<file path="src/rtl/pcileech_bar_cpl_pkg.sv">
// pcileech_bar_cpl_pkg
//   Shared definitions for the BAR read completion builder:
//   - bit positions and widths of the fields inside the 88-bit reply context
//   - the fixed CplD header constants (3DW header with data, successful completion)
//   - cpl_entry_t, the entry type held in the reply FIFO
//   Optional feature macro used by the top: BAR_CPL_STATS_EN.
package pcileech_bar_cpl_pkg;

    localparam int CTX_REQID_LSB = 0;
    localparam int CTX_REQID_W   = 16;
    localparam int CTX_TAG_LSB   = 16;
    localparam int CTX_TAG_W     = 8;
    localparam int CTX_LADDR_LSB = 24;
    localparam int CTX_LADDR_W   = 7;
    localparam int CTX_TC_LSB    = 31;
    localparam int CTX_TC_W      = 3;
    localparam int CTX_ATTR_LSB  = 34;
    localparam int CTX_ATTR_W    = 2;
    localparam int CTX_BC_LSB    = 36;
    localparam int CTX_BC_W      = 12;
    localparam int CTX_USED_W    = 48;

    localparam logic [2:0] FMT_3DW_DATA = 3'b010;
    localparam logic [4:0] TYPE_CPL     = 5'b01010;
    localparam logic [2:0] CPL_SC       = 3'b000;

    typedef struct packed {
        logic [CTX_USED_W-1:0] ctx;
        logic [31:0]           data;
    } cpl_entry_t;

endpackage

</file>
<file path="src/rtl/pcileech_bar_cpl_fifo.sv">
// pcileech_bar_cpl_fifo
//   Synchronous FIFO of cpl_entry_t with asynchronous active-high reset.
//   Ports:
//     clk, rst          clock, async active-high reset
//     push, push_data   write request and entry
//     pop               read request (only issued when !empty)
//     pop_data          entry at the head, valid while !empty
//     full, empty       occupancy flags
//     drop              push refused: full with no pop in the same cycle
//   A push into a full FIFO is accepted when a pop happens in the same cycle,
//   since the head slot is freed at the same edge the tail slot is written.
module pcileech_bar_cpl_fifo
    import pcileech_bar_cpl_pkg::*;
#(
    parameter int DEPTH = 16
) (
    input  logic       clk,
    input  logic       rst,
    input  logic       push,
    input  cpl_entry_t push_data,
    input  logic       pop,
    output cpl_entry_t pop_data,
    output logic       full,
    output logic       empty,
    output logic       drop
);

    localparam int AW = $clog2(DEPTH);

    cpl_entry_t  mem [DEPTH];
    logic [AW:0] wr_ptr;
    logic [AW:0] rd_ptr;
    logic        push_ok;

    assign full     = (wr_ptr[AW] != rd_ptr[AW]) && (wr_ptr[AW-1:0] == rd_ptr[AW-1:0]);
    assign empty    = (wr_ptr == rd_ptr);
    assign push_ok  = push && (!full || pop);
    assign drop     = push && full && !pop;
    assign pop_data = mem[rd_ptr[AW-1:0]];

    always_ff @(posedge clk) begin
        if (push_ok) begin
            mem[wr_ptr[AW-1:0]] <= push_data;
        end
    end

    always_ff @(posedge clk or posedge rst) begin
        if (rst) begin
            wr_ptr <= '0;
            rd_ptr <= '0;
        end else begin
            if (push_ok) begin
                wr_ptr <= wr_ptr + 1'b1;
            end
            if (pop && !empty) begin
                rd_ptr <= rd_ptr + 1'b1;
            end
        end
    end

endmodule

</file>
<file path="src/rtl/pcileech_bar_cpl_builder.sv">
// pcileech_bar_cpl_builder
//   Return path of the BAR read interface. Replies from the BAR emulation block
//   are queued in a FIFO (no backpressure towards the BAR side) and each one is
//   turned into a single-beat 128-bit CplD TLP {data, DW2, DW1, DW0}.
//   Ports:
//     clk, rst                    clock, async active-high reset
//     rd_rsp_ctx/data/valid       reply from the BAR block, one per cycle
//     completer_id                bus/dev/fn, sampled when a TLP is loaded
//     tx_data/keep_dw/last/valid  single-beat TLP towards the TX arbiter
//     tx_ready                    beat accepted when tx_valid && tx_ready
//     ovf_sticky                  a reply was dropped since reset
//   Optional (macro BAR_CPL_STATS_EN): cpl_sent_cnt (wrapping), cpl_drop_cnt
//   (saturating).
module pcileech_bar_cpl_builder
    import pcileech_bar_cpl_pkg::*;
#(
    parameter int FIFO_DEPTH = 16
) (
    input  logic         clk,
    input  logic         rst,
    input  logic [87:0]  rd_rsp_ctx,
    input  logic [31:0]  rd_rsp_data,
    input  logic         rd_rsp_valid,
    input  logic [15:0]  completer_id,
    output logic [127:0] tx_data,
    output logic [3:0]   tx_keep_dw,
    output logic         tx_last,
    output logic         tx_valid,
    input  logic         tx_ready,
    output logic         ovf_sticky
`ifdef BAR_CPL_STATS_EN
   ,output logic [31:0]  cpl_sent_cnt,
    output logic [15:0]  cpl_drop_cnt
`endif
);

    typedef enum logic {
        S_IDLE,
        S_SEND
    } state_t;

    state_t     state, state_nxt;
    cpl_entry_t push_data;
    cpl_entry_t head;
    logic       fifo_empty;
    logic       fifo_full;
    logic       drop;
    logic       pop;
    logic       unused_ctx_hi;

    assign unused_ctx_hi = ^rd_rsp_ctx[87:CTX_USED_W];

    assign push_data.ctx  = rd_rsp_ctx[CTX_USED_W-1:0];
    assign push_data.data = rd_rsp_data;

    pcileech_bar_cpl_fifo #(
        .DEPTH (FIFO_DEPTH)
    ) u_fifo (
        .clk       (clk),
        .rst       (rst),
        .push      (rd_rsp_valid),
        .push_data (push_data),
        .pop       (pop),
        .pop_data  (head),
        .full      (fifo_full),
        .empty     (fifo_empty),
        .drop      (drop)
    );

    // Header fields of the entry at the FIFO head
    logic [31:0] dw0, dw1, dw2;

    always_comb begin
        dw0 = {FMT_3DW_DATA, TYPE_CPL, 1'b0,
               head.ctx[CTX_TC_LSB +: CTX_TC_W], 4'b0, 1'b0, 1'b0,
               head.ctx[CTX_ATTR_LSB +: CTX_ATTR_W], 2'b0, 10'd1};
        dw1 = {completer_id, CPL_SC, 1'b0, head.ctx[CTX_BC_LSB +: CTX_BC_W]};
        dw2 = {head.ctx[CTX_REQID_LSB +: CTX_REQID_W],
               head.ctx[CTX_TAG_LSB +: CTX_TAG_W], 1'b0,
               head.ctx[CTX_LADDR_LSB +: CTX_LADDR_W]};
    end

    always_ff @(posedge clk or posedge rst) begin
        if (rst) begin
            state <= S_IDLE;
        end else begin
            state <= state_nxt;
        end
    end

    always_comb begin
        state_nxt = state;
        pop       = 1'b0;
        case (state)
            S_IDLE: begin
                if (!fifo_empty) begin
                    pop       = 1'b1;
                    state_nxt = S_SEND;
                end
            end
            S_SEND: begin
                if (tx_ready) begin
                    if (!fifo_empty) begin
                        pop = 1'b1;
                    end else begin
                        state_nxt = S_IDLE;
                    end
                end
            end
            default: state_nxt = S_IDLE;
        endcase
    end

    // tx_valid comes straight from the state register so reset drops it at once
    assign tx_valid   = (state == S_SEND);
    assign tx_last    = tx_valid;
    assign tx_keep_dw = tx_valid ? 4'hF : 4'h0;

    always_ff @(posedge clk or posedge rst) begin
        if (rst) begin
            tx_data    <= '0;
            ovf_sticky <= 1'b0;
        end else begin
            if (pop) begin
                tx_data <= {head.data, dw2, dw1, dw0};
            end
            if (drop) begin
                ovf_sticky <= 1'b1;
            end
        end
    end

`ifdef BAR_CPL_STATS_EN
    always_ff @(posedge clk or posedge rst) begin
        if (rst) begin
            cpl_sent_cnt <= '0;
            cpl_drop_cnt <= '0;
        end else begin
            if (tx_valid && tx_ready) begin
                cpl_sent_cnt <= cpl_sent_cnt + 32'd1;
            end
            if (drop && (cpl_drop_cnt != 16'hFFFF)) begin
                cpl_drop_cnt <= cpl_drop_cnt + 16'd1;
            end
        end
    end
`endif

endmodule

</file>
<file path="config.mk">
export PLATFORM = sky130hd
export DESIGN_NAME = pcileech_bar_cpl_builder
export DESIGN_NICKNAME = d
export VERILOG_FILES = /design/src/rtl/pcileech_bar_cpl_pkg.sv /design/src/rtl/pcileech_bar_cpl_fifo.sv /design/src/rtl/pcileech_bar_cpl_builder.sv
export SDC_FILE = /design/constraint.sdc
export NUM_CORES = 1
export LEC_CHECK = 0
export ABC_AREA = 1
export ABC_CLOCK_PERIOD_IN_PS = 8850
export BUFFER_PORTS_ARGS = -buffer_cell sky130_fd_sc_hd__clkbuf_2
export CAP_MARGIN = 20
export CORE_MARGIN = 3
export CORE_UTILIZATION = 45
export DETAILED_ROUTE_END_ITERATION = 7
export GPL_ROUTABILITY_DRIVEN = 0
export SLEW_MARGIN = 20
export SYNTH_ARGS = -nofsm -noshare
export SYNTH_HDL_FRONTEND = slang
export SYNTH_SLANG_ARGS = --single-unit
</file>
<file path="constraint.sdc">
create_clock -name clk -period 8.85 [get_ports clk]
set_clock_uncertainty 0.05 [all_clocks]
set_input_delay 1.3275 -clock clk [delete_from_list [all_inputs] [get_ports clk]]
set_output_delay 1.3275 -clock clk [all_outputs]
set_load 0.02 [all_outputs]
</file>
## After elaboration in Yosys (flattened, before gate mapping)

Memory sizes are Yosys's and may differ from the RTL's. A register that Yosys moved wholly into a read port is not among the register bits.
Index checks and enable logic that the tools add are counted.

| storage, ports and cells | value |
|---|---|
| bits in writable memories | 1280 |
| input port bits | 140 |
| memories | 1 |
| register bits after elaboration | 112 |
| logic and storage cells | 29 |

| operators by class | value |
|---|---|
| multiplexer cells | 8 |
| reductions and logical operators | 9 |
| bitwise logic cells | 1 |
| equality and inequality tests | 3 |
| add/sub/neg operators | 2 |

Memories:

| name | depth | bits a word | rd ports | clocked after Yosys merged registers in | wr ports | line | RTL |
|---|---|---|---|---|---|---|---|
| u_fifo.mem | 16 | 80 | 1 | 1 | 1 | pcileech_bar_cpl_fifo.sv:30 | `cpl_entry_t mem [DEPTH];` |

Operators with widths:

| kind | number |
|---|---|
| 5-bit by 1-bit adder with 5-bit output, second input constant | 2 |
| 5-bit equality test | 1 |
| 1-bit logical AND | 5 |
| 1-bit two-way mux | 5 |
| 4-bit equality test | 1 |
| 4-bit two-way mux | 1 |
| 1-bit one-hot mux with 2 select lines | 2 |
| 1-bit zero test | 3 |
| 1-bit logical OR | 1 |
| 1-bit inequality test | 1 |
| 1-bit inverter | 1 |

## Depth between registers and ports, before layout

| logic depth | value |
|---|---|
| depth in word-level cells | 8 |
| depth in mapped cells | 14 |
| gate-level depth less buffers | 10 |

## Hierarchy

From an unflattened synthesis, not the netlist that was laid out.

| unflattened totals | value |
|---|---|
| cells, all modules | 4452 |
| area total of the unflattened synthesis | 55066.6 um^2 |

Modules (own cells, without submodules):

| module | instances | seq. area each (um^2) | cells an instance | area an instance (um^2) |
|---|---|---|---|---|
| pcileech_bar_cpl_fifo | 1 | 38687.1 | 3988 | 50883.8 |
| pcileech_bar_cpl_builder | 1 | 2477.4 | 464 | 4182.8 |

## Worst setup path after synthesis

Ideal clock, no wire load.

| timing path | value |
|---|---|
| kind | in2reg |
| from | input port tx_ready |
| to | memory u_fifo.mem[13][0] (netlist name) (enable) |
| setup slack | 0.904 ns |
| arrival | 7.279 ns |
| library setup time | 0.617 ns |
| cell stages on the path | 7 |
| required time | 8.183 ns |
| cells stage by stage | inv_1 > nand2_1 > nor2_1 > nand3_1 > nand2_1 > buf_2 > nor3_1 |

| on the way | value |
|---|---|
| longest elaborated chain between the ends | 6 |

RTL lines:

| what | line | RTL |
|---|---|---|
| start, declared | pcileech_bar_cpl_builder.sv:29 | `input logic tx_ready,` |
| 1-bit two-way mux | pcileech_bar_cpl_builder.sv:102 | `if (tx_ready) begin` |
| 1-bit one-hot mux with 2 select lines | pcileech_bar_cpl_builder.sv:94 | `case (state)` |
| 1-bit logical OR | pcileech_bar_cpl_fifo.sv:37 | `assign push_ok = push && (!full \|\| pop);` |
| 1-bit logical AND | pcileech_bar_cpl_fifo.sv:37 |  |
| 1-bit two-way mux | pcileech_bar_cpl_fifo.sv:42 | `if (push_ok) begin` |
| 1-bit two-way mux (implied by the code) | pcileech_bar_cpl_fifo.sv:43 | `mem[wr_ptr[AW-1:0]] <= push_data;` |
| end, declared | pcileech_bar_cpl_fifo.sv:30 |  |

No other way between the ends.

## Worst setup path after layout

| timing path | value |
|---|---|
| from | register u_fifo.rd_ptr[0] |
| to | register tx_data[74], read port of u_fifo.mem |

| on the way | value |
|---|---|
| longest elaborated chain between the ends | 4 |

RTL lines:

| what | line | RTL |
|---|---|---|
| start, declared | pcileech_bar_cpl_fifo.sv:32 | `logic [AW:0] rd_ptr;` |
| start signal, assigned | pcileech_bar_cpl_fifo.sv:56 | `rd_ptr <= rd_ptr + 1'b1;` |
| 5-bit equality test | pcileech_bar_cpl_fifo.sv:36 | `assign empty = (wr_ptr == rd_ptr);` |
| 1-bit two-way mux | pcileech_bar_cpl_builder.sv:96, pcileech_bar_cpl_builder.sv:103 |  |
| 1-bit two-way mux | pcileech_bar_cpl_builder.sv:102 |  |
| 1-bit one-hot mux with 2 select lines | pcileech_bar_cpl_builder.sv:94 |  |
| end, declared | pcileech_bar_cpl_builder.sv:25 | `output logic [127:0] tx_data,` |

Parallel ways exist; a longest one is shown, timed or not.
A chain may end at the register's enable or synchronous reset.

==> results summary <==
The shortest clock period the worst path allows after layout came out at between 4 and 5 ns. STA classifies the critical path startpoint as a flop. The proportion of synthesized chip area in sequential cells came out at 68.2%.

The maximum number of pins on one net before global-route repair came out at 207. The path category of the worst min-delay check is flop to flop. The count of buffer and inverter cells on the critical path is 4. The arrival time at the worst endpoint came out at about 5 ns. The buffer cell driving the clock tree root is sky130_fd_sc_hd__clkbuf_16. Yosys mapped the design onto 24 distinct sky130hd cell types. TritonCTS built the clock tree. The clock insertion delay at the later pin of the skew report came out at between 0.7 and 0.8 ns. The highest-delay cell along the critical path is sky130_fd_sc_hd__buf_4. The critical path goes through inv_8 -> buf_4 -> buf_4 -> nand2_1 -> nand3_1 -> nand2_1 -> nand2_1 -> nand2_1 -> inv_1 -> nand2_1 -> nand2_1 -> nand2_1.

The number of global-route vias before repair is between 30,000 and 40,000. The largest family of logic cells by synthesized area is simple AND/OR/NAND/NOR gates. The die height came out at between 300 and 400 um.

CTS built an H-tree with a depth of 4. The longest clock path from root to sink contains 3 buffers. Setup repair after global routing left no endpoint under its margin. Once layout is complete, the utilization of the core stands at 50.8%. The buffers inserted during post-CTS setup optimization came out at 0. The number of clock buffers added by TritonCTS is 150. The width of the die is roughly 370 um. The share of power burned in the clock network is about 29%. The final max-slew violation count is 0. The area of the die came out at ~140,000 um^2.

The number of placement rows is ~130. The logic depth of the worst register-to-register path came out at 12. The required time of the critical path came out at 9.44 ns. The maximum fanout encountered on the critical timing path came out at a little under 100. The minimum setup slack among reg-to-reg paths is ~4.6 ns. In this run the power spent charging and discharging nets is approximately 7600 uW. Port buffering added roughly 210 buffers.

Summed over all layers, the global routing overflow is 0. The power per standard cell area is between 300 and 400 nW/um^2. The number of cells on the worst hold path is 2. The longest individual stage delay on the worst path came out at about 0.94 ns.

The share of the clock period used by the worst path after layout is roughly half. The adder and majority gate portion of the synthesized area came out at less than 1%. For this design, the CTS-stage hold fixing added 0 buffers. The worst register-to-register path begins at u_fifo.rd_ptr[0].

The clock slew at the register clock pins of the worst setup and hold paths is 0.06 ns. The final route contains approximately 39,000 vias. In the routed design, unresolved DRC markers number 0. The number of design-rule violations left by the first detailed-router iteration came out at approximately 3,200. Once detail routing completed, the nets flagged for antenna violations numbered 0. The first TritonRoute pass finished after 6 iterations.

The worst hold path begins at tx_data[120]. The fraction of the mapped netlist area in simple logic gates is between 20% and 30%. The estimated wirelength of the detail-placed design came out at about 70,000 um. The final design area excluding fillers is ~67,000 um^2. The vias per cell came out at between 4 and 5. The final-layout fill cell count is around 12,000. The number of gates resized after CTS was 0.

The worst setup path is captured at a flop. The actual slew at the worst max-slew pin is approximately 1.1 ns. The boundary pin count came out at 275. After the last flow step, the layout net total stands at about 6,300. The mux cell area share after synthesis came out at 0%. The total cell area at the placement stage came out at 62,500 um^2. The cell seen most often among critical-path stages is sky130_fd_sc_hd__nand2_1. After Yosys synthesis, XOR and XNOR cells account for less than 1% of the synthesized area. The internal power of the cells totals 13,100 uW. The worst register-to-register path ends at tx_data[74]. The critical path starts at u_fifo.rd_ptr[0]. The max-capacitance violation count came out at 0.

The number of hold violations in the final report came out at 0. The routed wire length came out at 150,000 um. The count of yosys warnings during synthesis came out at 0. In this run the standard cell core region covers approximately 130,000 um^2.

The number of sinks handled by clock tree synthesis is approximately 1,400. The setup TNS after final layout is 0 ns. In this run, flip-flops and latches consume 40.1% of the power. The total global routing track utilization came out at between 20% and 30%.

The switching portion of total power came out at a little over a third. The ratio of cells with drive above 1 in the final layout is under 10%. The part of the total power dissipated in combinational logic is between 30% and 40%. The critical path class is flop to flop.

The non-filler instance count after layout came out at 8,025. The number of antenna violations at the first check in global routing came to 13. The cell area after technology mapping is 60,400 um^2. The compound-cell area share of the yosys netlist came out at less than 1%.

The worst-case IR drop observed on VDD is approximately 370 uV. The worst hold slack across all endpoints is 0.426 ns. The post-synthesis sequential element count came out at 1,389. The routed length per placed instance came out at between 15 and 20 um. The count of mapped cells out of synthesis is 6,016. The number of setup violations in the final report came out at 0.

The number of logic stages on the critical path including buffering is 12. The tightest slew margin relative to the limit is a little over a quarter. The first global-routing pass estimated roughly 230,000 um of wire. The maximum operating frequency came out at about 0.23 GHz. The run finished with clean final reports.

In this design, the largest share of critical-path delay is due to buffers and inverters. The post-synthesis average cell area is 10.0 um^2. The critical path ends at tx_data[74]. The static leakage came out at ~0.03 uW. The placed instance count came out at around 7,700. The area growth from synthesis to layout is 11.2%. The effective utilization at floorplan came out at approximately 46%.
how the worst min path moves through the flow:
| stage | to | slack (ns) |
|---|---|---|
| 6_report | tx_data[120] | 0.43 |
| 5_1_grt | tx_data[40] | 0.45 |
| 4_1_cts | tx_data[81] | 0.43 |
| 3_5_place_dp | tx_data[81] | 0.41 |
| 3_3_place_gp | ovf_sticky | 0.41 |
| 2_1_floorplan | u_fifo.rd_ptr[4] | 0.46 |
metal layers:
| layer | vias up | wire length [um] | part of all wire [%] | track usage (%) |
|---|---|---|---|---|
| met4 | 8 | 3090 | 2.1 | 6.13 |
| li1 | 19100 | - | - | - |
| met1 | 18600 | 65700 | 44 | 29.4 |
| met2 | 1207 | 70500 | 47 | 35.5 |
| met3 | 222 | 10200 | 6.8 | 3.87 |
| met5 | - | 49 | 0.033 | 0 |
final cells by class:
cell class | instances | area, um^2 | area share (%)
Antenna cell | 7 | 17.5 | 0.0261
Inverter | 1218 | 4600 | 6.86
Timing Repair Buffer | 265 | 1570 | 2.34
Sequential cell | 1389 | 41200 | 61.3
Tap cell | 1755 | 2200 | 3.27
Clock inverter | 52 | 304 | 0.453
Multi-Input combinational cell | 3119 | 12900 | 19.3
Clock buffer | 220 | 4350 | 6.47
Yosys cell counts, drive strengths merged:
| cell | count | area (um^2) |
|---|---|---|
| conb | 1 | 3.75 |
| xor2 | 5 | 43.8 |
| dfrtp | 109 | 2730 |
| edfxtp | 1280 | 38400 |
| nand3 | 805 | 4030 |
| clkbuf | 45 | 169 |
| nand2 | 2246 | 8430 |
| buf | 272 | 1720 |
| nor2 | 5 | 23.8 |
| o21bai | 1 | 7.51 |
| ha | 5 | 62.6 |
| nand4 | 1 | 6.26 |
| xnor2 | 5 | 43.8 |
| nor3 | 15 | 75.1 |
| or2 | 1 | 6.26 |
| inv | 1218 | 4570 |
| o21ai | 2 | 10.0 |
cells by family after synthesis:
kind of cell               after synthesis
AOI/OAI and AO/OA                        3
xor gates and xnor gates                10
adders and majority gates                5
buffers and inverters                 1535
DFF                                   1389
other                                    1
and+or+nand+nor                       3073
power by group through the flow:
stage	clock, uW	combinational (uW)	sequential (uW)
CTS	6050	6550	8300
global route	6300	7290	8360
finish	5930	6480	8300
global placement	0	6470	8410
detailed placement	0	6530	8430
floorplan	0	4530	8590
flip-flops by register name, summed over array words and instances, names as in the netlist:
signal and count:
u_fifo.rd_ptr 5, u_fifo.wr_ptr 5, tx_last 1, u_fifo.mem 1280
ovf_sticky 1, tx_data 97
per-stage QoR:
step | power, uW | setup slack, ns
2_1_floorplan | 13100 | 0.904
3_3_place_gp | 14900 | 4.45
3_5_place_dp | 15000 | 4.44
4_1_cts | 20900 | 4.59
5_1_grt | 21900 | 4.24
6_report | 20700 | 4.58
cells in the final DEF, fill, tap and decap left out, types with 7 or more instances in the layout:
master,n
sky130_fd_sc_hd__clkbuf_16,159
sky130_fd_sc_hd__clkbuf_8,14
sky130_fd_sc_hd__dfrtp_1,106
sky130_fd_sc_hd__conb_1,28
sky130_fd_sc_hd__nor3_2,15
sky130_fd_sc_hd__clkinv_1,23
sky130_fd_sc_hd__diode_2,7
sky130_fd_sc_hd__clkbuf_1,47
sky130_fd_sc_hd__edfxtp_1,1280
sky130_fd_sc_hd__nand2_1,2245
sky130_fd_sc_hd__clkinv_2,23
sky130_fd_sc_hd__inv_1,1206
sky130_fd_sc_hd__buf_4,51
sky130_fd_sc_hd__nand3_1,805
sky130_fd_sc_hd__clkbuf_2,206
sky130_fd_sc_hd__buf_12,8
worst reg2reg max path, delay by kind of cell, from the launching register on:
| kind | cells | cell delay, ns |
|---|---|---|
| flip-flops | 1 | 0.72 |
| buffers and inverters | 4 | 2.55 |
| AND/OR/NAND/NOR | 8 | 0.85 |
(Power assumes the default switching activity.)
